==> config.mk <==
export PLATFORM = sky130hd
export DESIGN_NAME = pkt_mc
export DESIGN_NICKNAME = d
export VERILOG_FILES = /design/src/rtl/pkt_mc_pkg.sv /design/src/rtl/pkt_mc_rr_arb.sv /design/src/rtl/pkt_mc.sv
export SDC_FILE = /design/constraint.sdc
export NUM_CORES = 1
export LEC_CHECK = 0
export BUFFER_PORTS_ARGS = -buffer_cell sky130_fd_sc_hd__buf_4
export CAP_MARGIN = 10
export CORE_AREA = 2 2 117 119
export DETAILED_ROUTE_END_ITERATION = 10
export DIE_AREA = 0 0 119 121
export PLACE_DENSITY = 0.49
export SYNTH_ARGS = -nofsm -noshare
export SYNTH_HDL_FRONTEND = slang
export SYNTH_SLANG_ARGS = --single-unit
==> constraint.sdc <==
create_clock -name clk_i -period 3.15 [get_ports clk_i]
set_clock_uncertainty 0.1 [all_clocks]
set_input_delay 0.315 -clock clk_i [delete_from_list [all_inputs] [get_ports clk_i]]
set_output_delay 0.315 -clock clk_i [all_outputs]
set_load 0.005 [all_outputs]
==> src/rtl/pkt_mc_pkg.sv <==
// ariane_soc: fuse-word destination addresses and shared types for the pkt_mc key table.
package ariane_soc;
    localparam int PKT_DEPTH = 34;
    localparam int PKT_AW    = $clog2(PKT_DEPTH);
    localparam logic [63:0] AESKey0_0 = 64'h0000_0000_1010_0008;
    localparam logic [63:0] AESKey0_1 = 64'h0000_0000_1010_000C;
    localparam logic [63:0] AESKey0_2 = 64'h0000_0000_1010_0010;
    localparam logic [63:0] AESKey0_3 = 64'h0000_0000_1010_0014;
    localparam logic [63:0] AESKey0_4 = 64'h0000_0000_1010_0018;
    localparam logic [63:0] AESKey0_5 = 64'h0000_0000_1010_001C;
    localparam logic [63:0] AESKey1_0 = 64'h0000_0000_1010_0108;
    localparam logic [63:0] AESKey1_1 = 64'h0000_0000_1010_010C;
    localparam logic [63:0] AESKey1_2 = 64'h0000_0000_1010_0110;
    localparam logic [63:0] AESKey1_3 = 64'h0000_0000_1010_0114;
    localparam logic [63:0] AESKey1_4 = 64'h0000_0000_1010_0118;
    localparam logic [63:0] AESKey1_5 = 64'h0000_0000_1010_011C;
    localparam logic [63:0] AESKey2_0 = 64'h0000_0000_1010_0208;
    localparam logic [63:0] AESKey2_1 = 64'h0000_0000_1010_020C;
    localparam logic [63:0] AESKey2_2 = 64'h0000_0000_1010_0210;
    localparam logic [63:0] AESKey2_3 = 64'h0000_0000_1010_0214;
    localparam logic [63:0] AESKey2_4 = 64'h0000_0000_1010_0218;
    localparam logic [63:0] AESKey2_5 = 64'h0000_0000_1010_021C;
    localparam logic [63:0] SHAKey_0  = 64'h0000_0000_1020_0040;
    localparam logic [63:0] SHAKey_1  = 64'h0000_0000_1020_0044;
    localparam logic [63:0] SHAKey_2  = 64'h0000_0000_1020_0048;
    localparam logic [63:0] SHAKey_3  = 64'h0000_0000_1020_004C;
    localparam logic [63:0] SHAKey_4  = 64'h0000_0000_1020_0050;
    localparam logic [63:0] SHAKey_5  = 64'h0000_0000_1020_0054;
    localparam logic [63:0] SHAKey_6  = 64'h0000_0000_1020_0058;
    localparam logic [63:0] SHAKey_7  = 64'h0000_0000_1020_005C;
    localparam logic [63:0] AcCt_0    = 64'h0000_0000_1030_0000;
    localparam logic [63:0] AcCt_1    = 64'h0000_0000_1030_0004;
    localparam logic [63:0] AcCt_2    = 64'h0000_0000_1030_0008;
    localparam logic [63:0] AcCt_3    = 64'h0000_0000_1030_000C;
    localparam logic [63:0] AcCt_4    = 64'h0000_0000_1030_0010;
    localparam logic [63:0] AcCt_5    = 64'h0000_0000_1030_0014;
    localparam logic [63:0] AcCt_6    = 64'h0000_0000_1030_0018;
    localparam logic [63:0] JTAGKEY   = 64'h0000_0000_1040_0000;

    localparam logic [63:0] PKT_DEFAULT_TABLE [PKT_DEPTH] = '{
        AESKey0_0, AESKey0_1, AESKey0_2, AESKey0_3, AESKey0_4, AESKey0_5,
        AESKey1_0, AESKey1_1, AESKey1_2, AESKey1_3, AESKey1_4, AESKey1_5,
        AESKey2_0, AESKey2_1, AESKey2_2, AESKey2_3, AESKey2_4, AESKey2_5,
        SHAKey_0, SHAKey_1, SHAKey_2, SHAKey_3, SHAKey_4, SHAKey_5, SHAKey_6, SHAKey_7,
        AcCt_0, AcCt_1, AcCt_2, AcCt_3, AcCt_4, AcCt_5, AcCt_6, JTAGKEY
    };

    typedef struct packed {
        logic [63:0] loc;
        logic        err;
    } pkt_rsp_t;

    typedef enum logic {CH_EMPTY, CH_FULL} pkt_ch_state_e;

    // Entries beyond the default table (larger DEPTH builds) start at zero.
    function automatic logic [63:0] pkt_default(input int i);
        return (i >= 0 && i < PKT_DEPTH) ? PKT_DEFAULT_TABLE[i[PKT_AW-1:0]] : 64'h0;
    endfunction
endpackage

==> src/rtl/pkt_mc_rr_arb.sv <==
// pkt_rr_arb: round-robin arbiter, one-hot grant, pointer moves past the last winner.
module pkt_rr_arb #(
    parameter int NUM_CH = 2
) (
    input  logic              clk_i,
    input  logic              rst_ni,
    input  logic [NUM_CH-1:0] i_elig,
    output logic [NUM_CH-1:0] o_gnt
);
    localparam int PW = (NUM_CH > 1) ? $clog2(NUM_CH) : 1;

    logic [PW-1:0] r_ptr;
    logic [PW-1:0] w_nxt;
    logic [PW-1:0] w_c;
    logic          w_found;

    always_comb begin
        o_gnt   = '0;
        w_nxt   = r_ptr;
        w_c     = '0;
        w_found = 1'b0;
        for (int k = 0; k < NUM_CH; k++) begin
            w_c = PW'((int'(r_ptr) + k) % NUM_CH);
            if (!w_found && i_elig[w_c]) begin
                o_gnt[w_c] = 1'b1;
                w_nxt      = PW'((int'(r_ptr) + k + 1) % NUM_CH);
                w_found    = 1'b1;
            end
        end
    end

    always_ff @(posedge clk_i or negedge rst_ni)
        if (!rst_ni) r_ptr <= '0;
        else         r_ptr <= w_nxt;
endmodule

==> src/rtl/pkt_mc.sv <==
// pkt_mc: multi-channel fuse-index to destination-address lookup with round-robin arbitration.
// Define PKT_RUNTIME_WR_EN to make the table writable (with sticky lock) instead of constant.
module pkt_mc
    import ariane_soc::*;
#(
    parameter int NUM_CH = 2,
    parameter int DEPTH  = PKT_DEPTH,
    parameter int IDX_W  = 32,
    parameter int ADDR_W = 64
) (
    input  logic                          clk_i,
    input  logic                          rst_ni,
    input  logic [NUM_CH-1:0]             req_valid_i,
    output logic [NUM_CH-1:0]             req_ready_o,
    input  logic [NUM_CH-1:0][IDX_W-1:0]  req_indx_i,
    output logic [NUM_CH-1:0]             rsp_valid_o,
    input  logic [NUM_CH-1:0]             rsp_ready_i,
    output logic [NUM_CH-1:0][ADDR_W-1:0] rsp_loc_o,
    output logic [NUM_CH-1:0]             rsp_err_o,
    input  logic                          wr_en_i,
    input  logic [IDX_W-1:0]              wr_indx_i,
    input  logic [ADDR_W-1:0]             wr_data_i,
    input  logic                          lock_i,
    output logic                          locked_o
);
    localparam int AW = (DEPTH > 1) ? $clog2(DEPTH) : 1;

    logic [ADDR_W-1:0] w_tab [DEPTH];
    logic [NUM_CH-1:0] w_drain;
    logic [NUM_CH-1:0] w_elig;
    logic [NUM_CH-1:0] w_gnt;
    logic [IDX_W-1:0]  w_idx;
    logic              w_inr;
    pkt_rsp_t          w_lk;

    assign w_drain = rsp_valid_o & rsp_ready_i;
    assign w_elig  = req_valid_i & (~rsp_valid_o | w_drain);

    pkt_rr_arb #(.NUM_CH(NUM_CH)) u_arb (
        .clk_i  (clk_i),
        .rst_ni (rst_ni),
        .i_elig (w_elig),
        .o_gnt  (w_gnt)
    );

    assign req_ready_o = w_gnt & {NUM_CH{rst_ni}};

    // Single shared lookup: the grant is one-hot, so OR-ing selects the winner's index.
    always_comb begin
        w_idx = '0;
        for (int k = 0; k < NUM_CH; k++)
            w_idx = w_idx | (w_gnt[k] ? req_indx_i[k] : '0);
    end

    assign w_inr    = w_idx < IDX_W'(DEPTH);
    assign w_lk.loc = w_inr ? 64'(w_tab[w_idx[AW-1:0]]) : 64'({ADDR_W{1'b1}});
    assign w_lk.err = ~w_inr;

    for (genvar c = 0; c < NUM_CH; c++) begin : g_ch
        pkt_ch_state_e r_st;
        pkt_rsp_t      r_rsp;
        always_ff @(posedge clk_i or negedge rst_ni)
            if (!rst_ni) begin
                r_st  <= CH_EMPTY;
                r_rsp <= '0;
            end else if (req_ready_o[c]) begin
                r_st  <= CH_FULL;
                r_rsp <= w_lk;
            end else if (w_drain[c]) begin
                r_st  <= CH_EMPTY;
            end
        assign rsp_valid_o[c] = r_st == CH_FULL;
        assign rsp_loc_o[c]   = ADDR_W'(r_rsp.loc);
        assign rsp_err_o[c]   = r_rsp.err;
    end

`ifdef PKT_RUNTIME_WR_EN
    logic [ADDR_W-1:0] r_table [DEPTH];
    logic              r_locked;
    logic              w_wr;

    assign w_wr = wr_en_i & ~r_locked & (wr_indx_i < IDX_W'(DEPTH));

    // Lock is sampled alongside the write, so a same-cycle write still lands.
    always_ff @(posedge clk_i or negedge rst_ni)
        if (!rst_ni) begin
            for (int i = 0; i < DEPTH; i++) r_table[i] <= ADDR_W'(pkt_default(i));
            r_locked <= 1'b0;
        end else begin
            if (w_wr)   r_table[wr_indx_i[AW-1:0]] <= wr_data_i;
            if (lock_i) r_locked <= 1'b1;
        end

    assign w_tab    = r_table;
    assign locked_o = r_locked;
`else
    for (genvar i = 0; i < DEPTH; i++) begin : g_rom
        assign w_tab[i] = ADDR_W'(pkt_default(i));
    end

    logic w_unused;
    assign w_unused = ^{wr_en_i, wr_indx_i, wr_data_i, lock_i};
    assign locked_o = 1'b1;
`endif
endmodule
# After elaboration in Yosys (flattened, before gate mapping)
# Memories as Yosys holds them, arrays and structs flattened.
# Cells that the tools add are included.
[classes]
shift = 0
bitwise = 9
eq_ne = 0
n_mul = 0
addsub = 2
order_cmp = 6
div = 0
mux = 22
n_reduce_logical = 7
[ops]
columns = ["cell", "n"]
rows = [
  ["$mux 64", 3],
  ["$mux 32", 2],
  ["$lt 32x6->1 const B", 1],
  ["$or 32x32->32", 1],
  ["$mux 1", 13],
  ["$ge 7x7->1 const B", 1],
  ["$not 6->7", 1],
  ["$and 2x2->2", 3],
  ["$reduce_bool 2->1", 3],
  ["$lt 1x2->1 const B", 2],
  ["$mux 2", 2],
  ["$or 2x2->2", 2],
  ["$logic_and 1x1->1", 3],
  ["$add 1x1->1 const B", 2],
  ["$demux 1 s1", 2],
  ["$ge 1x1->1 const B", 2],
  ["$not 2->2", 1],
  ["$logic_not 1->1", 1],
  ["$not 1->1", 1],
]
[totals]
mem_bits_ro = 4096
mem_bits_rw = 0
elab_cells = 54
mem_count = 1
inputBits = 168
regBits = 133
out_inout_bits = 135
latchBits = 0
[memory_table]
columns = ["name", "depth", "word_bits", "read_ports", "rd_ports_with_merged_regs", "write_ports", "line", "rtl"]
rows = [
  ["(no name shown)", 64, 64, 1, 0, 0, "pkt_mc.sv:56", "assign w_lk.loc = w_inr ? 64'(w_tab[w_idx[AW-1:0]]) : 64'({ADDR_W{1'b1}});"],
]

# Longest topological paths before layout
# Gate-level depths: netlist of run 1.
[depth]
depth_word = 16
mapped_depth = 9
ltp_nobuf = 8

# Hierarchy
# A second synthesis of run 1 with hierarchy kept.
[unflattened]
hier_cells = 267
area_unflattened_um2 = 2243.4
[modules_own_cells]
columns = ["mod", "instances", "area_per_inst_um2", "cells_each", "seq_area_each_um2"]
rows = [
  ["pkt_mc", 1, 2189.6, 261, 600.6],
  ["pkt_rr_arb", 1, 53.8, 6, 25.0],
]

# Worst setup path after synthesis of run 1
# No wires, ideal clock.
[synth_path]
path_type = "reg-to-reg"
from = "register u_arb.r_ptr"
to = "register g_ch[0].r_rsp, in the netlist rsp_loc_o[4]"
setup_slack_ns = 0.864
t_required_ns = 2.916
arrival_time_ns = 2.052
setup_time_ns = 0.134
path_stages_with_launch = 10
path_buffers = 1
synth_period_minus_slack_ns = 2.286
cell_sequence = "dfrtp_1 > nand2b_1 > o211a_1 > buf_6 > a22oi_1 > inv_1 > ha_1 > and2_0 > o31ai_1 > a21oi_1"
[synth_between]
elab_chain_len = 14
elab_cells_between_ends = 31
cone_classes = "add/sub (1); order compare (5); mux (16); bitwise (4); reduce/logical (4); memory (1)"
[synth_rtl]
columns = ["item", "line", "rtl"]
rows = [
  ["from (decl)", "pkt_mc_rr_arb.sv:12", "logic [PW-1:0] r_ptr;"],
  ["from (signal assigned)", "pkt_mc_rr_arb.sv:34", "else r_ptr <= w_nxt;"],
  ["$add 1x1->1 (tied with other cells)", "pkt_mc_rr_arb.sv:23", "w_c = PW'((int'(r_ptr) + k) % NUM_CH);"],
  ["$lt 1x2->1 (implied by the code) (tied with other cells)", "pkt_mc_rr_arb.sv:25", "o_gnt[w_c] = 1'b1;"],
  ["$logic_and 1x1->1 (implied by the code) or $mux 1 (tied branches)", "pkt_mc_rr_arb.sv:25", ""],
  ["$mux 1 (implied by the code) or $demux 1 s1 (tied branches)", "--", ""],
  ["$demux 1 s1 or $mux 2 (tied branches)", "--", ""],
  ["$or 2x2->2 (no line)", "--", ""],
  ["$mux 2 *", "pkt_mc_rr_arb.sv:24", "if (!w_found && i_elig[w_c]) begin"],
  ["$mux 32", "pkt_mc.sv:52", "w_idx = w_idx | (w_gnt[k] ? req_indx_i[k] : '0);"],
  ["$or 32x32->32", "pkt_mc.sv:52", ""],
  ["$not 6->7 (implied by the code)", "pkt_mc.sv:56", ""],
  ["$mem_v2 64x64", "--", ""],
  ["$mux 64 (implied by the code) (2 in a row)", "pkt_mc.sv:56", ""],
  ["$mux 64", "pkt_mc.sv:56", ""],
  ["to (signal assigned)", "pkt_mc.sv:68", "r_rsp <= w_lk;"],
  ["to (decl)", "pkt_mc.sv:61", "pkt_rsp_t r_rsp;"],
]
# Every way passes the cells marked *; elsewhere a longest branch is shown, timed or not. The select of a mux whose other input is x is not followed.
# A chain may end at the register's enable or synchronous reset.

# Worst setup path in the final report of run 1
[layout_path]
from = "register g_ch[1].r_st"
to = "register g_ch[1].r_rsp, in the netlist rsp_loc_o[68]"
[layout_between]
elab_chain_len = 16
elab_cells_between_ends = 24
cone_classes = "order compare (1); mux (12); bitwise (8); reduce/logical (2); memory (1)"
[layout_rtl]
columns = ["item", "line", "rtl"]
rows = [
  ["from (decl)", "pkt_mc.sv:60", "pkt_ch_state_e r_st;"],
  ["from (signal assigned)", "pkt_mc.sv:64", "r_st <= CH_EMPTY;"],
  ["from (signal assigned)", "pkt_mc.sv:67", "r_st <= CH_FULL;"],
  ["from (signal assigned)", "pkt_mc.sv:70", "r_st <= CH_EMPTY;"],
  ["$and 2x2->2 or $not 2->2 (tied branches)", "pkt_mc.sv:36, pkt_mc.sv:37", ""],
  ["$or 2x2->2 *", "pkt_mc.sv:37", "assign w_elig = req_valid_i & (~rsp_valid_o | w_drain);"],
  ["$and 2x2->2 *", "pkt_mc.sv:37", ""],
  ["$mux 1 (implied by the code) (2 in a row)", "pkt_mc_rr_arb.sv:24", ""],
  ["$mux 1", "pkt_mc_rr_arb.sv:24", ""],
  ["$logic_not 1->1", "pkt_mc_rr_arb.sv:24", ""],
  ["$logic_and 1x1->1", "pkt_mc_rr_arb.sv:24", ""],
  ["$mux 2 *", "pkt_mc_rr_arb.sv:24", ""],
  ["$mux 32", "pkt_mc.sv:52", ""],
  ["$or 32x32->32", "pkt_mc.sv:52", ""],
  ["$not 6->7 (implied by the code)", "pkt_mc.sv:56", ""],
  ["$mem_v2 64x64", "--", ""],
  ["$mux 64 (implied by the code) (2 in a row)", "pkt_mc.sv:56", ""],
  ["$mux 64", "pkt_mc.sv:56", ""],
  ["to (signal assigned)", "pkt_mc.sv:68", ""],
  ["to (decl)", "pkt_mc.sv:61", ""],
]
# Marks and branches as above.

==> flow_summary.ini, run 1 <==
[status]
outcome = finished, final reports clean

[drt]
drtPass1Iterations = 4
top_layer_used = met4
dr_wl_met3_um = 705
wl_per_cell_um = 11.94
wirelength_mm = 6.498
m1WireLength_mm = 2.488
via_count = 2104
viasPerCell = 3.868
drtAntennaViolNets = 0
drtIter0Drc = 74
drc = 0
wl_met2_mm = 3.220

[final_layout]
final_common_cell = buf_4
layout.nets = 541
layout.cells.non_filler = 544
area_growth_pct = 44.04
drive_gt1_share_pct = 58.97
diodes = 0
seq_area_um2 = 626.9
final_cell_mix = buf_4 (207), nor2_1 (25), dfrtp_1 (24), a21oi_1 (17), nand2_1 (16)
fill_cells = 1471
final_area_um2 = 3298
multi_input_area_um2 = 789.5

[cts]
cts.path.max_buffers = 2
cts_tree = yes
cts_buffers = 3
path_clk_slew_ns = 0.06
clock-sinks = 25
ctsHtreeMaxLevel = 1
clk_latency_ns = 0.26
cts-resized-gates = 0
root_buffer = clkbuf_16
post_cts_buffers = 0
cts_hold_buf = 1

[critical_path]
cp-start-kind = flop
crit_required_ns = 3.18
crit_type = reg2reg
crit_slowest_cell = o211a_1
critPathBufInv = 1
critPathMaxStageDelay_ns = 0.41
path_cells = nor2b_1 -> o211a_1 -> a22oi_1 -> inv_1 -> ha_1 -> and2_0 -> o31ai_1 -> a21oi_1
path_max_fanout = 11
cp_top_family = compound AO/OA/AOI/OAI gates
endpoint_kind = flop
worstPathArrival_ns = 2.65

[grt]
grt_pass1_vias = 1872
grt_max_degree = 57
grt_pass1_wl_mm = 9.535
grt_overflow = 0
antenna_found_initial = 0
grt_use_total_pct = 8.394

[die]
fp.dieArea_um2 = 14400
die_x_um = 119
num_io_pins = 303
start_util_pct = 17.50
fp.dieH_um = 121
core_um2 = 13090
fp-row-count = 42

[yosys]
synth-edff-count = 0
synth_area_um2 = 2290
synthArstFlopShare_pct = 100.0
synth_cell_type_count = 41
muxShareOfSynthArea_pct = 0.9290
syn_inst = 271
yosys.area.top_type_share_pct = 36.72
synth_area_leaders = buf_4 (37%), dfrtp_1 (27%), nor2_1 (4.1%), a21oi_1 (3.7%), nor4_1 (3.6%)
ys_warn_count = 0
yosys.area.top_type = buf_4
synthFlopType = dfrtp_1
synth_top_family_by_area = buffers and inverters
ys_seq_area_share_pct = 27.32
syn_nets = 443
ys_ff_latch = 25
yosys.area_share.simple_pct = 15.74
postSynthAreaPerCell_um2 = 8.449
synth_compound_area_share_pct = 15.08
synth_xor_area_share_pct = 0.3825
synthAdderAreaFrac_pct = 2.186

[min_path]
hold_class = in2reg

[place]
place_area_um2 = 3206
gp_congestion = 0.7444
dpl.cell_count = 539
portBuffers = 203
hpwl_mm = 5.516

[sta]
hold_violations = 0
rsz0062_at_grt = false
period_share_pct = 83.17
finalSetupViolations = 0
finalMaxSlewViolations = 0
max_slew_margin_pct = 43.00
clock.fmax_mhz = 381.7
tns_ns = 0
worstMarginPinSlew_ns = 0.8550
finalCriticalPeriod_ns = 2.620

[power]
power_density_nw_per_um2 = 634.6
power_mw = 2.093
peakVddDrop_mv = 0.1773
leakage_nw = 1.628

[job]
cap_violations = 0
## through the flow
step	utilization [%]	hold slack [ns]	setup slack (ns)
2_1_floorplan	-	-0.08059	0.8636
3_3_place_gp	24.50	0.1477	0.5735
3_5_place_dp	24.50	0.1534	0.5334
4_1_cts	25.21	0.1710	0.5276
5_1_grt	25.21	0.1768	0.3419
6_report	25.21	0.1724	0.5300
## final cells by class
cell class | count | area share, %
Clock buffer | 3 | 2.276
Clock inverter | 1 | 0.2276
Inverter | 4 | 0.4552
Multi-Input combinational cell | 127 | 23.94
Sequential cell | 25 | 19.01
Tap cell | 176 | 6.677
Timing Repair Buffer | 208 | 47.42
## final timing paths
path	startpoint	to	slack, ns	depth (start not counted)
setup / recovery	g_ch[1].r_st$_DFFE_PN0P_	rsp_loc_o[68]$_DFFE_PN0P_	0.53	8
hold / removal	req_valid_i[1]	u_arb.r_ptr$_DFFE_PN0P_	0.17	2
setup reg to reg	g_ch[1].r_st$_DFFE_PN0P_	rsp_loc_o[68]$_DFFE_PN0P_	0.53	8
hold reg to reg	rsp_loc_o[92]$_DFFE_PN0P_	rsp_loc_o[92]$_DFFE_PN0P_	0.37	1
max in group asynchronous	rst_ni	rsp_loc_o[126]$_DFFE_PN0P_	2.26	2
min in group asynchronous	rst_ni	rsp_loc_o[70]$_DFFE_PN0P_	0.40	2
## logic make-up after synthesis
kind of cell               count (synthesis)
AOI/OAI and AO/OA                         45
and+or+nand+nor                           74
buffers and inverters                    119
xor gates and xnor gates                   1
adders and majority gates                  4
muxes                                      2
other                                      1
DFF                                       25
## flip-flops by register name (all words and copies together), names as in the netlist
register	count
g_ch.r_st	2
u_arb.r_ptr	1
rsp_loc_o	22
## layer usage
metal  vias up  track usage (%)
li1       1012                -
met1       923            9.172
met2       162            16.02
met3         7            1.927
met4         0            2.530
met5         -                0
## synth_stat cells (3+ instances only)
cell	instances
nor4_1	13
and2_1	3
ha_1	4
a21oi_1	17
nand2_1	16
a22oi_1	3
nand2b_1	5
o211ai_1	3
dfrtp_1	25
buf_4	112
nor2_1	25
## report_power, final
part	internal [mW]	switching, mW
registers	0.407	0.104
clock network	0.173	0.118
logic	0.793	0.498
Note: power is estimated with default switching activity, not from simulation.
==> inputs of run 2 (changes only) <==
==> constraint.sdc (replaced) <==
create_clock -name clk_i -period 2.5 [get_ports clk_i]
set_clock_uncertainty 0.1 [all_clocks]
set_input_delay 0.25 -clock clk_i [delete_from_list [all_inputs] [get_ports clk_i]]
set_output_delay 0.25 -clock clk_i [all_outputs]
set_load 0.005 [all_outputs]
==> run 2 against run 1 <==
Against the previous run: total power increased by 27%; combinational power increased by 27%; global-route usage increased by 0.21 points; routed wire length increased by 1.6%; sequential share of layout area decreased by 0.24 points; worst setup slack got worse by 0.36 ns; clock power increased by 25%; die area unchanged; critical path depth unchanged; final area increased by 1.3%; first-iteration DRC count decreased by 23%; critical path type unchanged; largest cell class unchanged.
==> flow_summary.ini, run 2 (synthesized netlist as in run 1, its figures left out) <==
[sta]
worstMarginPinSlew_ns = 0.8343
finalCriticalPeriod_ns = 2.326
hold_violations = 0
tns_ns = 0
finalMaxSlewViolations = 0
whs_ns = 0.1067
max_slew_margin_pct = 44.38
clock.fmax_mhz = 429.9
finalSetupViolations = 0
period_share_pct = 93.04
rsz0062_at_grt = false

[cts]
ctsHtreeMaxLevel = 1
post_cts_buffers = 0
root_buffer = clkbuf_16
clk_latency_ns = 0.26
cts.path.max_buffers = 2
clock-sinks = 25
cts_buffers = 3
path_clk_slew_ns = 0.07
cts_tree = yes

[place]
gp_congestion = 0.7375
portBuffers = 203
dpl.cell_count = 544
hpwl_mm = 5.597

[critical_path]
crit_type = reg2reg
path_max_fanout = 5
worstPathArrival_ns = 2.37
endpoint_kind = flop
crit_required_ns = 2.54
cp-start-kind = flop

[final_layout]
largest_reg_flops = 22
fill_cells = 1455
area_growth_pct = 45.90
diodes = 0
drive_gt1_share_pct = 59.79
layout.nets = 546
multi_input_area_um2 = 794.5
layout.cells.non_filler = 549
final_cell_mix = buf_4 (212), nor2_1 (25), dfrtp_1 (24), a21oi_1 (17), nand2_1 (16)
final_common_cell = buf_4
seq_area_um2 = 626.9

[drt]
drtIter0Drc = 57
drtPass1Iterations = 7
wl_per_cell_um = 12.03
wirelength_mm = 6.603
viasPerCell = 3.856
drtAntennaViolNets = 0
via_count = 2117
drc = 0

[die]
num_io_pins = 303
fp.dieArea_um2 = 14400
fp.dieH_um = 121
fp-row-count = 42
core_um2 = 13090
die_x_um = 119
start_util_pct = 17.50

[power]
power_density_nw_per_um2 = 793.3
leakage_nw = 1.651
peakVddDrop_mv = 0.1947

[grt]
grt_overflow = 0
antenna_found_initial = 0
grt_pass1_wl_mm = 9.694
grt_pass1_vias = 1833
grt_use_total_pct = 8.603
grt_max_degree = 57

[status]
outcome = finished, final reports clean

[min_path]
hold_class = in2reg

[job]
cap_violations = 0
-- run 2: cell type report --
| class | instances | share of cell area (%) |
|---|---|---|
| inverter | 4 | 0.4494 |
| multi-input combinational | 127 | 23.78 |
| clock inverter | 1 | 0.2247 |
| clock buffer | 3 | 2.247 |
| tap | 176 | 6.592 |
| timing repair buffer | 213 | 47.94 |
| sequential | 25 | 18.76 |
-- run 2: repair_timing --
action                                  CTS  global route
endpoints found under the setup margin    0             4
hold buffers                              1             0
endpoints found under the hold margin    25             0
gates resized for setup                   0             1
-- run 2: layer usage --
layer	share of wire, %	vias to the layer above	GRT usage, %
li1	-	1026	-
met3	11	4	2.350
met5	0	-	0
met1	37	927	9.167
met2	51	160	16.49
met4	0.79	0	2.455
-- run 2: power by group --
group / internal, mW / switching, mW / total (mW) / leakage (nW)
clock network: 0.217 / 0.146 / 0.363 / 0.0371
registers: 0.513 / 0.130 / 0.643 / 0.263
logic: 1.01 / 0.632 / 1.64 / 1.35
total: 1.74 / 0.908 / 2.65 / 1.65
-- run 2: worst paths after layout --
kind	start	to	slack, ns	cells past startpoint
worst max-delay path	u_arb.r_ptr$_DFFE_PN0P_	rsp_loc_o[72]$_DFFE_PN0P_	0.17	8
worst min-delay path	req_valid_i[1]	u_arb.r_ptr$_DFFE_PN0P_	0.11	2
worst max register to register	u_arb.r_ptr$_DFFE_PN0P_	rsp_loc_o[72]$_DFFE_PN0P_	0.17	8
worst min register to register	rsp_loc_o[92]$_DFFE_PN0P_	rsp_loc_o[92]$_DFFE_PN0P_	0.37	1
max in group asynchronous	rst_ni	rsp_loc_o[126]$_DFFE_PN0P_	1.66	2
min in group asynchronous	rst_ni	rsp_loc_o[70]$_DFFE_PN0P_	0.34	2
-- run 2: per-stage QoR --
step | power, mW | util (%) | worst slack (ns) | area [µm²]
finish | 2.650 | 25.53 | 0.1741 | 3341
global route | 2.858 | 25.53 | 0.001440 | 3341
CTS | 2.708 | 25.49 | 0.1018 | 3336
detailed placement | 2.335 | 24.78 | 0.1007 | 3243
global placement | 2.314 | 24.78 | 0.1515 | 3243
floorplan | 1.897 | - | 0.2136 | 2290
-- run 2: worst max-delay path: stages, from the launching register on --
cell and delay, ns:
dfrtp_1 0.40, nand2b_1 0.16, o211a_1 0.27, a22oi_2 0.30, inv_1 0.11, ha_1 0.20
mux2_1 0.29, a31oi_1 0.26, a21oi_1 0.11
